File: config.mk
export PLATFORM = sky130hd
export DESIGN_NAME = debouncer_multi_flat
export DESIGN_NICKNAME = d
export VERILOG_FILES = /design/src/rtl/debounce_pkg.sv /design/src/rtl/debouncer_multi_if.sv /design/src/rtl/debounce_channel.sv /design/src/rtl/debouncer_multi.sv /design/src/flat_wrapper.sv
export SDC_FILE = /design/constraint.sdc
export NUM_CORES = 1
export LEC_CHECK = 0
export ABC_CLOCK_PERIOD_IN_PS = 4550
export BUFFER_PORTS_ARGS = -buffer_cell sky130_fd_sc_hd__buf_2
export CAP_MARGIN = 20
export CORE_ASPECT_RATIO = 0.6
export CORE_UTILIZATION = 25
export DETAILED_ROUTE_END_ITERATION = 8
export HOLD_SLACK_MARGIN = 0.15
export PLACE_DENSITY = 0.49
export SLEW_MARGIN = 20
export SYNTH_ARGS = -nofsm -noshare
export SYNTH_HDL_FRONTEND = slang
export SYNTH_SLANG_ARGS = --single-unit
File: constraint.sdc
create_clock -name clk -period 4.55 [get_ports clk]
set_input_delay 0.91 -clock clk [delete_from_list [all_inputs] [get_ports clk]]
set_output_delay 0.91 -clock clk [all_outputs]
set_load 0.05 [all_outputs]
File: src/rtl/debounce_pkg.sv
// rtl/debounce_pkg.sv - shared state encoding and counter width helpers for the debouncer
package debounce_pkg;

   typedef enum logic [1:0] {
      IDLE    = 2'b00,
      PEND_P  = 2'b01,
      PRESSED = 2'b11,
      PEND_R  = 2'b10
   } state_e;

   function automatic int cnt_width(input int stable_ticks);
      return (stable_ticks < 1) ? 1 : $clog2(stable_ticks + 1);
   endfunction

   function automatic int hold_width(input int long_ticks);
      return (long_ticks < 1) ? 1 : $clog2(long_ticks + 1);
   endfunction

endpackage

File: src/rtl/debouncer_multi_if.sv
// rtl/debouncer_multi_if.sv - button/tick inputs and debounced outputs of the debouncer
interface debouncer_multi_if #(
   parameter int N_CH = 4
);
   logic            tick;
   logic [N_CH-1:0] button;
   logic [N_CH-1:0] level;
   logic [N_CH-1:0] press_pulse;
   logic [N_CH-1:0] release_pulse;
   logic [N_CH-1:0] long_pulse;

   modport master (
      output tick, button,
      input  level, press_pulse, release_pulse, long_pulse
   );

   modport slave (
      input  tick, button,
      output level, press_pulse, release_pulse, long_pulse
   );
endinterface

File: src/rtl/debounce_channel.sv
// rtl/debounce_channel.sv - one button: synchroniser, stable-time FSM, press/release/long pulses
module debounce_channel
   import debounce_pkg::*;
#(
   parameter int SYNC_STAGES  = 2,
   parameter int STABLE_TICKS = 2,
   parameter int LONG_TICKS   = 250
) (
   input  logic clk_i,
   input  logic rst_i,
   input  logic tick_i,
   input  logic button_i,
   output logic level_o,
   output logic press_pulse_o,
   output logic release_pulse_o,
   output logic long_pulse_o
);

   localparam int CNT_W = cnt_width(STABLE_TICKS);
   localparam logic [CNT_W-1:0] CNT_LAST = CNT_W'(STABLE_TICKS - 1);

   logic [SYNC_STAGES-1:0] sync_q;
   logic                   sync_s;
   state_e                 state_q, state_d;
   logic [CNT_W-1:0]       cnt_q, cnt_d;
   logic                   level_q, level_d;
   logic                   press_q, press_d;
   logic                   release_q, release_d;
   logic                   long_q;
   logic                   hold_clr, hold_inc;

   if (SYNC_STAGES > 1) begin : g_sync_chain
      always_ff @(posedge clk_i) begin
         if (rst_i) sync_q <= '0;
         else       sync_q <= {sync_q[SYNC_STAGES-2:0], button_i};
      end
   end else begin : g_sync_single
      always_ff @(posedge clk_i) begin
         if (rst_i) sync_q <= '0;
         else       sync_q <= button_i;
      end
   end

   assign sync_s = sync_q[SYNC_STAGES-1];

   // An input change always wins over a coincident tick: the count restarts.
   always_comb begin
      state_d   = state_q;
      cnt_d     = cnt_q;
      press_d   = 1'b0;
      release_d = 1'b0;
      hold_clr  = 1'b0;
      hold_inc  = 1'b0;
      case (state_q)
         IDLE: begin
            if (sync_s) begin
               state_d = PEND_P;
               cnt_d   = '0;
            end
         end
         PEND_P: begin
            if (!sync_s) begin
               state_d = IDLE;
            end else if (tick_i) begin
               if (cnt_q == CNT_LAST) begin
                  state_d  = PRESSED;
                  press_d  = 1'b1;
                  hold_clr = 1'b1;
               end else begin
                  cnt_d = cnt_q + CNT_W'(1);
               end
            end
         end
         PRESSED: begin
            if (!sync_s) begin
               state_d = PEND_R;
               cnt_d   = '0;
            end else if (tick_i) begin
               hold_inc = 1'b1;
            end
         end
         PEND_R: begin
            if (sync_s) begin
               state_d = PRESSED;
            end else if (tick_i) begin
               if (cnt_q == CNT_LAST) begin
                  state_d   = IDLE;
                  release_d = 1'b1;
               end else begin
                  cnt_d = cnt_q + CNT_W'(1);
               end
            end
         end
         default: state_d = IDLE;
      endcase
      level_d = (state_d == PRESSED) || (state_d == PEND_R);
   end

   always_ff @(posedge clk_i) begin
      if (rst_i) begin
         state_q   <= IDLE;
         cnt_q     <= '0;
         level_q   <= 1'b0;
         press_q   <= 1'b0;
         release_q <= 1'b0;
      end else begin
         state_q   <= state_d;
         cnt_q     <= cnt_d;
         level_q   <= level_d;
         press_q   <= press_d;
         release_q <= release_d;
      end
   end

   if (LONG_TICKS > 0) begin : g_long
      localparam int HOLD_W = hold_width(LONG_TICKS);
      localparam logic [HOLD_W-1:0] HOLD_MAX  = HOLD_W'(LONG_TICKS);
      localparam logic [HOLD_W-1:0] HOLD_LAST = HOLD_W'(LONG_TICKS - 1);

      logic [HOLD_W-1:0] hold_q, hold_d;
      logic              long_d;

      // Saturation at HOLD_MAX makes the long strobe fire once per press.
      always_comb begin
         hold_d = hold_q;
         long_d = 1'b0;
         if (hold_clr) begin
            hold_d = '0;
         end else if (hold_inc && (hold_q != HOLD_MAX)) begin
            hold_d = hold_q + HOLD_W'(1);
            long_d = (hold_q == HOLD_LAST);
         end
      end

      always_ff @(posedge clk_i) begin
         if (rst_i) begin
            hold_q <= '0;
            long_q <= 1'b0;
         end else begin
            hold_q <= hold_d;
            long_q <= long_d;
         end
      end
   end else begin : g_no_long
      logic unused_hold;
      assign unused_hold = hold_clr | hold_inc;
      assign long_q      = 1'b0;
   end

   assign level_o         = level_q;
   assign press_pulse_o   = press_q;
   assign release_pulse_o = release_q;
   assign long_pulse_o    = long_q;

endmodule

File: src/rtl/debouncer_multi.sv
// rtl/debouncer_multi.sv - N_CH independent debounce channels sharing one tick strobe
module debouncer_multi #(
   parameter int N_CH         = 4,
   parameter int SYNC_STAGES  = 2,
   parameter int STABLE_TICKS = 2,
   parameter int LONG_TICKS   = 250
) (
   input logic               clk,
   input logic               rst,
   debouncer_multi_if.slave  bus
);

   logic [N_CH-1:0] level_w;
   logic [N_CH-1:0] press_w;
   logic [N_CH-1:0] release_w;
   logic [N_CH-1:0] long_w;

   for (genvar i = 0; i < N_CH; i++) begin : g_ch
      debounce_channel #(
         .SYNC_STAGES  (SYNC_STAGES),
         .STABLE_TICKS (STABLE_TICKS),
         .LONG_TICKS   (LONG_TICKS)
      ) u_channel (
         .clk_i           (clk),
         .rst_i           (rst),
         .tick_i          (bus.tick),
         .button_i        (bus.button[i]),
         .level_o         (level_w[i]),
         .press_pulse_o   (press_w[i]),
         .release_pulse_o (release_w[i]),
         .long_pulse_o    (long_w[i])
      );
   end

   assign bus.level         = level_w;
   assign bus.press_pulse   = press_w;
   assign bus.release_pulse = release_w;
   assign bus.long_pulse    = long_w;

endmodule

File: src/flat_wrapper.sv
// flat-port wrapper written by rule: the top's interface ports become plain ports
module debouncer_multi_flat 
#(
   parameter int N_CH         = 4,
   parameter int SYNC_STAGES  = 2,
   parameter int STABLE_TICKS = 2,
   parameter int LONG_TICKS   = 250
)
  (clk, rst, bus_tick, bus_button, bus_level, bus_press_pulse, bus_release_pulse, bus_long_pulse);
  debouncer_multi_if #(.N_CH(N_CH)) bus_i ();
  input logic clk;
  input logic rst;
  input wire logic [$bits(bus_i.tick)-1:0] bus_tick;
  input wire logic [$bits(bus_i.button)-1:0] bus_button;
  output wire logic [$bits(bus_i.level)-1:0] bus_level;
  output wire logic [$bits(bus_i.press_pulse)-1:0] bus_press_pulse;
  output wire logic [$bits(bus_i.release_pulse)-1:0] bus_release_pulse;
  output wire logic [$bits(bus_i.long_pulse)-1:0] bus_long_pulse;
  assign bus_i.tick = bus_tick;
  assign bus_i.button = bus_button;
  assign bus_level = bus_i.level;
  assign bus_press_pulse = bus_i.press_pulse;
  assign bus_release_pulse = bus_i.release_pulse;
  assign bus_long_pulse = bus_i.long_pulse;
  debouncer_multi #(.N_CH(N_CH), .SYNC_STAGES(SYNC_STAGES), .STABLE_TICKS(STABLE_TICKS), .LONG_TICKS(LONG_TICKS)) u_core (.clk(clk), .rst(rst), .bus(bus_i));
endmodule
* Word level (Yosys, flattened, before mapping) *
Cells that the tools add are included.

operators by class
  reduce and logical (&&, ||, !) cells = 28
  bitwise logic cells = 8
  muxes and demuxes = 89
  add/sub/neg operators = 8
  equality and inequality tests = 48

operators by type and width
  cell                 number
  $mux 2               56
  $pmux 2 s4           8
  $add 8x1->8 const B  4
  $eq 2x2->1 const B   16
  $eq 8x8->1 const B   4
  $ne 2x2->1 const B   16
  $ne 8x8->1 const B   4
  $mux 1               25
  $reduce_or 3->1      8
  $eq 2x1->1 const B   8
  $reduce_and 4->1     4
  $add 2x1->2 const B  4
  $logic_not 2->1      4
  $not 1->1            8
  $reduce_or 2->1      4
  $logic_and 1x1->1    4
  $logic_or 1x1->1     4

word-level totals
  input bits = 7
  register bits = 72
  logic and storage cells = 213
  output and inout bits = 16

* Depth between registers and ports, before layout *
Gate-level depths: netlist of the first run.

  word-level depth = 7
  mapped depth = 6
  gate-level depth less buffers = 6

* Hierarchy *
From an unflattened synthesis of the first run, not the netlist that was laid out.

unflattened totals
  cell total of the unflattened synthesis = 422
  area, all modules = 3911.3 um^2

by module, submodules not included
  module                                           area an instance (um^2)  cells each  seq. area each (um^2)  times used
  debounce_channel (u_core.g_ch[0].u_channel ...)  972.2                    107         360.3                  2
  debounce_channel (u_core.g_ch[1].u_channel)      987.2                    105         360.3                  1
  debounce_channel (u_core.g_ch[2].u_channel)      979.7                    103         340.3                  1

* Worst setup path after synthesis of the first run *
OpenSTA, ideal clock, no wires.

  path type = input to register
  start point = input port bus_tick
  end point = register u_core.g_ch[0].u_channel.long_q
  cell stages on the path = 6
  required time = 4.463 ns
  path buffers = 2
  setup slack = 2.684 ns
  arrival time = 1.778 ns
  setup time = 0.087 ns
  cells stage by stage = buf_6 buf_12 nand4_1 nand2_2 nand4b_1 nor4b_2

on the way
  longest elaborated chain between the ends = 6
  elaborated cells on any way between the ends = 9
  those cells by class = mux (6); bitwise (1); reduce/logical (2)

ends and longest elaborated chain
  what                           line                     text
  from (decl)                    flat_wrapper.sv:13       input wire logic [$bits(bus_i.tick)-1:0] bus_tick;
  $mux 1                         debounce_channel.sv:78   end else if (tick_i) begin
  $mux 1                         debounce_channel.sv:75   if (!sync_s) begin
  $mux 1                         debounce_channel.sv:54   case (state_q)
  $logic_and 1x1->1              debounce_channel.sv:129  end else if (hold_inc && (hold_q != HOLD_MAX)) begin
  $not 1->1 (no line)            --
  $reduce_or 3->1 (no line) (*)  --
  to (signal assigned)           debounce_channel.sv:141  long_q <= long_d;
  to (decl)                      debounce_channel.sv:29   logic long_q;

Mark *: on every way between the ends. The rest lies on a longest branch, timed or not.
A chain may end at the register's enable or synchronous reset.

* Final worst setup path of the first run *
  start point = input port bus_tick
  end point = register u_core.g_ch[3].u_channel.long_q

on the way
  longest elaborated chain between the ends = 6
  elaborated cells on any way between the ends = 9
  those cells by class = mux (6); bitwise (1); reduce/logical (2)

ends and longest elaborated chain
  what                           line
  $mux 1                         debounce_channel.sv:78
  $mux 1                         debounce_channel.sv:75
  $mux 1                         debounce_channel.sv:54
  $logic_and 1x1->1              debounce_channel.sv:129
  $not 1->1 (no line)            --
  $reduce_or 3->1 (no line) (*)  --
  to (signal assigned)           debounce_channel.sv:141
  to (decl)                      debounce_channel.sv:29

Marks and branches as above.

==> results of run 1 <==
-- cells in the mapped netlist (11+ instances only) --
cell type   n  area (um^2)
nor2b_1    12         75.1
nand3_1    15         75.1
a211oi_1   11         82.6
dfxtp_1    70         1400
a21oi_1    23          115
inv_1      25         93.8
buf_4      19          143
nor3_1     14         70.1
o21ai_0    14         70.1
ha_1       35          438
nor2_1     46          173
nand2_1    22         82.6
xnor2_1    16          140
-- registers in the layout, summed over array words and instances, names as in the netlist --
name                                   cells
u_core.g_ch.u_channel.cnt_q                8
u_core.g_ch.u_channel.g_long.hold_q       32
u_core.g_ch.u_channel.level_o              2
u_core.g_ch.u_channel.long_pulse_o         4
u_core.g_ch.u_channel.press_pulse_o        4
u_core.g_ch.u_channel.release_pulse_o      4
u_core.g_ch.u_channel.state_q              8
u_core.g_ch.u_channel.sync_q               8
-- where the power goes --
part	leakage [uW]	switching (uW)	internal (uW)
sequential	0.000566	12.5	626
combinational	0.000762	82.3	48.3
clock	0.000137	243	429
total	0.00147	338	1100
-- per-stage QoR --
stage                     power [uW]  cell area, um^2  cells  hold WS, ns
after global placement           780             3890    613        0.423
final                           1440             4170    626        0.433
after CTS                       1460             4170    626        0.434
after floorplan                  762             3730    420        0.414
after detailed placement         782             3890    613        0.421
after global routing            1510             4170    626        0.460
-- layout make-up --
type	count	area, um^2	area share
multi-input cells	297	2040	0.488
flip-flops and latches	70	1400	0.336
well taps	198	248	0.0594
clock buffers	11	243	0.0582
repair buffers	22	110	0.0264
inverters	26	97.6	0.0234
clock inverters	2	35.0	0.00840
-- metal layers --
layer	GRT usage	up-vias	wire length, um
li1	-	1474	-
met5	0	-	0
met4	0.0396	0	112
met1	0.145	1270	4020
met2	0.129	49	2650
met3	0.0334	8	301
-- placed cells by master, fill, tap and decap left out, drive strengths merged, types with 2 or more instances in the layout --
cell type   n
a21oi      23
nand4       6
or2         4
nor4b       4
xor2        3
nor3       14
dfxtp      70
a311oi      2
buf        22
nor2       46
mux2i       2
a311o       2
o21a        2
a22oi       3
clkbuf     11
o21ai      16
a22o        2
ha         35
or3b        2
nor4        5
and4        2
and3        6
xnor2      16
nand2b      6
nand3      19
a211oi     11
a221oi      3
nand2      23
o32ai       2
inv        26
o22ai       2
a31oi       2
or3         6
nand3b      3
nor2b      12
nor3b       2
-- worst max-delay path: cells and delay by family --
family | cells | cell delay, ns
AO/OA/AOI/OAI | 1 | 0.59
AND/OR/NAND/NOR | 2 | 0.38
buffers and inverters | 1 | 0.44
-- kinds of logic (layout without fill, tap and decap cells) --
group | after synthesis | in the layout | synth area share
xor gates and xnor gates | 19 | 19 | 0.0446
DFF | 70 | 70 | 0.375
AOI/OAI and AO/OA | 77 | 77 | 0.137
and+or+nand+nor | 164 | 164 | 0.242
adders and majority gates | 35 | 35 | 0.117
buffers and inverters | 53 | 61 | 0.0794
muxes | 2 | 2 | 0.00536
-- worst paths after layout --
path | start | end | slack, ns | depth (start not counted)
max | bus_tick | u_core.g_ch[3].u_channel.long_pulse_o$_SDFF_PP0_ | 2.41 | 4
min | u_core.g_ch[0].u_channel.sync_q[0]$_SDFF_PP0_ | u_core.g_ch[0].u_channel.sync_q[1]$_SDFF_PP0_ | 0.43 | 1
max reg2reg | u_core.g_ch[1].u_channel.state_q[1]$_SDFF_PP0_ | u_core.g_ch[1].u_channel.cnt_q[0]$_SDFFE_PP0P_ | 2.81 | 6
min reg2reg | u_core.g_ch[0].u_channel.sync_q[0]$_SDFF_PP0_ | u_core.g_ch[0].u_channel.sync_q[1]$_SDFF_PP0_ | 0.43 | 1
==> results.ini, run 1 <==
[run_status]
status = finished clean

[sta]
period_share = 0.471
fin_skew_ns = 0.00268
finalSetupTns_ns = 0
hold_violations = 0
fin_crit_ns = 2.14
finalSetupViolations = 0
final_max_slew_viol_count = 0
rsz0062_at_grt = no
tightest_slew_ns = 0.660
slew_headroom = 0.557
clock.fmax_ghz = 0.467
timing.final.ws_setup_ns = 2.41

[floorplan]
start_util = 0.257
dieArea_um2 = 15400
die_w_um = 160
pin_count = 23
rows = 34
coreArea_um2 = 14500
die_h_um = 96.7

[setup_path]
critPathKind = in -> reg
end_kind = flop
crit_slowest_cell = o21ai_1
start_kind = input port
critical-path-max-stage-delay_ns = 0.59
path_max_fanout = 25
crit_chain = buf_2 > nand2_1 > o21ai_1 > nor4_1
critPathRequiredTime_ns = 4.74
cp_data_arrival_time_ns = 2.33

[synth]
synth_flop_cell = dfxtp_1
synthDistinctLibCells = 59
synth-edff-count = 0
ys_seq_area_frac = 0.375
syn_nets = 462
synth_cells = 420
synthArstFlopShare = 0
synth_area_um2 = 3730
synth_area_per_cell_um2 = 8.89
yosysWarnings = 0
ys_seq_elements = 70

[global_route]
gr-usage-all-layers = 0.0987
grt_first_pass_wirelength_mm = 12.2
grt_max_degree = 36
antenna_found_initial = 0
overflow = 0
first_global_vias = 2500

[placement]
hpwl_mm = 5.11
place_congestion = 0.796
dp_slack_ns = 2.05
port_buffers = 22

[clock_tree]
clock_sinks = 70
h-tree-depth = 3
clk_pin_slew_ns = 0.05
root_buffer = clkbuf_16
post_cts_resized = 0
insertion_delay_ns = 0.33
cts_buffers = 9
cts_setup_buffers = 0
hold_buffers = 0
cts_tree = built
cts_buffer_depth = 2

[drt]
routed_wl_mm = 7.09
drtIter0Drc = 154
drc = 0
vias_per_cell = 4.47
detail-route-antenna-nets = 0
drt_first_pass_iters = 4
wl_per_cell_um = 11.3
route.vias.total = 2801

[power]
peakVddDrop_mv = 0.154
p_per_area_nw_per_um2 = 345
leakage_uw = 0.00147

[finish]
area_delta_synth_final_pct = 11.7
n_fill_cell = 1541
drive_above_1_share = 0.119
diodes = 0
fin_nets = 468
final_util = 0.287

[run]
cap_viol_max_count = 0

[worst_hold_path]
min_path_type = reg -> reg

(Power assumes the default switching activity.)
==> run 2, diff against run 1 <==
- ABC_AREA: not set -> 1
- ABC_CLOCK_PERIOD_IN_PS: 4550 -> 2000
- PLACE_DENSITY: 0.49 -> 0.48
- clock period: 4.55 -> 2 ns (I/O delays scaled with it)
==> run 2 against run 1 <==
  * Sequential power grew 140%
  * Sequential share of layout area shrank 3.7 points
  * Non-clock buffer count grew 5
  * Hold slack lost 0.17 ns
  * Combinational power grew to 4.3 times the previous value
  * Count of clock-buffer cells in the layout grew 1
  * Total power grew to 2.6 times the previous value
  * Die area grew 11%
  * Critical endpoint is now u_core.g_ch[0].u_channel.long_pulse_o$_SDFF_PP0_
==> results.ini, run 2 <==
[run_status]
status = finished clean

[placement]
port_buffers = 22
hpwl_mm = 6.38
place_congestion = 0.798

[global_route]
overflow = 0
grt_max_degree = 12
gr-usage-all-layers = 0.112
first_global_vias = 3217
grt_first_pass_wirelength_mm = 15.1
antenna_found_initial = 0

[power]
power_frac_seq = 0.414
p_per_area_nw_per_um2 = 787
combinationalPowerShare = 0.153
p_int_uw = 2660
peakVddDrop_mv = 0.395
clock_power_share = 0.433
leakage_uw = 0.00193
switchingPower_uw = 1030
switching_share = 0.280

[floorplan]
dieArea_um2 = 17100
rows = 36
die_w_um = 168
die_h_um = 102
pin_count = 23
coreArea_um2 = 16200
start_util = 0.256

[finish]
layout_commonest_cell = nand2_1
drive_above_1_share = 0.0981
largest_register_ffs = 32
n_fill_cell = 1760
fin_nets = 670
final_util = 0.289
area_delta_synth_final_pct = 13.1
top_register = u_core.g_ch.u_channel.g_long.hold_q
final_cell_mix = 182 x nand2_1, 83 x inv_1, 75 x nor2_1, 70 x dfxtp_1, 35 x ha_1
diodes = 0

[synth]
yosys.cell_count.top_type = nand2_1
synth_area_leaders = dfxtp_1 34%, nand2_1 16%, ha_1 11%
netlist_top_cells_count = 182 x nand2_1, 83 x inv_1, 75 x nor2_1, 70 x dfxtp_1, 35 x ha_1
synthAdderAreaFrac = 0.106
ys_seq_area_frac = 0.338
syn_nets = 656
yosysWarnings = 0
synth_cells = 614
synth_top_cell_area_share = 0.338
synth_flop_cell = dfxtp_1
ys_seq_elements = 70
yosys.area.top_type = dfxtp_1
synth_mux_area_frac = 0
synth_xor_area_frac = 0.0169
synth_area_per_cell_um2 = 6.76
synth_compound_area_frac = 0.0905
synth_area_um2 = 4150
synthArstFlopShare = 0
synth_top_family_by_area = simple AND/OR/NAND/NOR gates
synthDistinctLibCells = 27
synth_simple_gate_area_frac = 0.334
synth-edff-count = 0

[setup_path]
crit_chain = inv_1 > ha_1 > nand2_1 > inv_1 > nand2_1 > nand2_1 > nor3_1
cp_data_arrival_time_ns = 1.82
r2r_start = u_core.g_ch[0].u_channel.state_q[1]$_SDFF_PP0_
start_kind = flop
cp.buffers_inverters = 2
critPathRequiredTime_ns = 2.25
path_max_fanout = 9
end_kind = flop
worst_path_most_repeated_cell = nand2_1
critPathKind = reg -> reg
crit_slowest_cell = dfxtp_1
regToRegSetupSlack_ns = 0.43
rr_endpoint = u_core.g_ch[0].u_channel.long_pulse_o$_SDFF_PP0_
crit_family = simple AND/OR/NAND/NOR gates
critical-path-max-stage-delay_ns = 0.40
reg2reg_depth = 7

[clock_tree]
cts_tree = built
h-tree-depth = 3
cts_setup_buffers = 0
cts_buffer_depth = 2
clk_pin_slew_ns = 0.06
post_cts_resized = 0
insertion_delay_ns = 0.34
clock_sinks = 70
hold_buffers = 0
root_buffer = clkbuf_16
cts_buffers = 9

[drt]
drt_first_pass_iters = 6
routed_wl_mm = 8.61
wl_per_cell_um = 10.2
drc = 0
drtIter0Drc = 263
vias_per_cell = 4.15
route.vias.total = 3491
detail-route-antenna-nets = 0

[run]
cap_viol_max_count = 0

[sta]
finalSetupTns_ns = 0
clock.fmax_ghz = 0.639
fin_crit_ns = 1.57
finalSetupViolations = 0
slew_headroom = 0.737
hold_violations = 0
final_max_slew_viol_count = 0
tightest_slew_ns = 0.393
period_share = 0.783
fin_skew_ns = 0.00797
rsz0062_at_grt = no

[worst_hold_path]
min_from = bus_button[2]
holdPathStages = 3
min_to = u_core.g_ch[2].u_channel.sync_q[0]$_SDFF_PP0_
min_path_type = in -> reg

## run 2: changes by cell type in the layout (fill, tap and decap cells not counted), moves of 11 or more
cell and delta:
a211oi_1 -11, nand3_1 +19, xnor2_1 -14, nand2_1 +160, nor2_1 +29, inv_1 +58
nor2b_1 -12
## run 2: power by group through the flow
stage	Combinational (uW)	Sequential (uW)	Clock, uW
after floorplan	475	1540	0
after global placement	586	1560	0
after detailed placement	568	1560	0
after CTS	571	1530	1670
after global routing	658	1540	1740
final	566	1530	1600
## run 2: worst register-to-register path: cells and delay by family, from the launching register on
kind | cells | cell delay (ns)
and+or+nand+nor | 4 | 0.74
DFF | 1 | 0.40
adders and majority gates | 1 | 0.21
buffers and inverters | 2 | 0.15
## run 2: area by class of cell
type / instances / area (um^2) / share of cell area
multi-input cells: 434 / 2270 / 0.483
flip-flops and latches: 70 / 1400 / 0.299
clock inverters: 3 / 45.0 / 0.00960
clock buffers: 12 / 246 / 0.0525
inverters: 86 / 323 / 0.0688
well taps: 209 / 262 / 0.0557
repair buffers: 27 / 148 / 0.0315
## run 2: per-stage QoR
stage | total power (uW) | setup WS [ns] | cell area (um^2) | hold slack, ns | instances
4_1_cts | 3770 | 0.427 | 4690 | 0.246 | 841
6_report | 3700 | 0.434 | 4690 | 0.262 | 841
3_5_place_dp | 2130 | 0.450 | 4400 | 0.395 | 826
3_3_place_gp | 2150 | 0.428 | 4400 | 0.393 | 826
5_1_grt | 3940 | 0.259 | 4690 | 0.255 | 841
2_1_floorplan | 2020 | 0.680 | 4150 | 0.388 | 614
## run 2: routing by layer
layer / share of wire / track usage
met2: 0.36 / 0.156
met4: 0.014 / 0.0427
met3: 0.044 / 0.0324
met1: 0.59 / 0.161
met5: 0 / 0
## run 2: worst max-delay path by stage
stage | from | to | slack, ns | cells after the start
global route | u_core.g_ch[1].u_channel.state_q[1]$_SDFF_PP0_ | u_core.g_ch[1].u_channel.long_pulse_o$_SDFF_PP0_ | 0.26 | 7
detailed placement | u_core.g_ch[1].u_channel.state_q[1]$_SDFF_PP0_ | u_core.g_ch[1].u_channel.long_pulse_o$_SDFF_PP0_ | 0.45 | 7
floorplan | u_core.g_ch[3].u_channel.state_q[0]$_SDFF_PP0_ | u_core.g_ch[3].u_channel.cnt_q[0]$_SDFFE_PP0P_ | 0.68 | 8
finish | u_core.g_ch[0].u_channel.state_q[1]$_SDFF_PP0_ | u_core.g_ch[0].u_channel.long_pulse_o$_SDFF_PP0_ | 0.43 | 7
global placement | u_core.g_ch[0].u_channel.state_q[1]$_SDFF_PP0_ | u_core.g_ch[0].u_channel.long_pulse_o$_SDFF_PP0_ | 0.43 | 7
CTS | u_core.g_ch[1].u_channel.state_q[1]$_SDFF_PP0_ | u_core.g_ch[1].u_channel.long_pulse_o$_SDFF_PP0_ | 0.43 | 7
## run 2: logic make-up (layout without fill, tap and decap cells)
group,count (synthesis),in the layout
xor+xnor,8,8
buf+inv,110,128
fa+ha+maj,35,35
compound gates,62,62
simple gates,329,329
flops,70,70
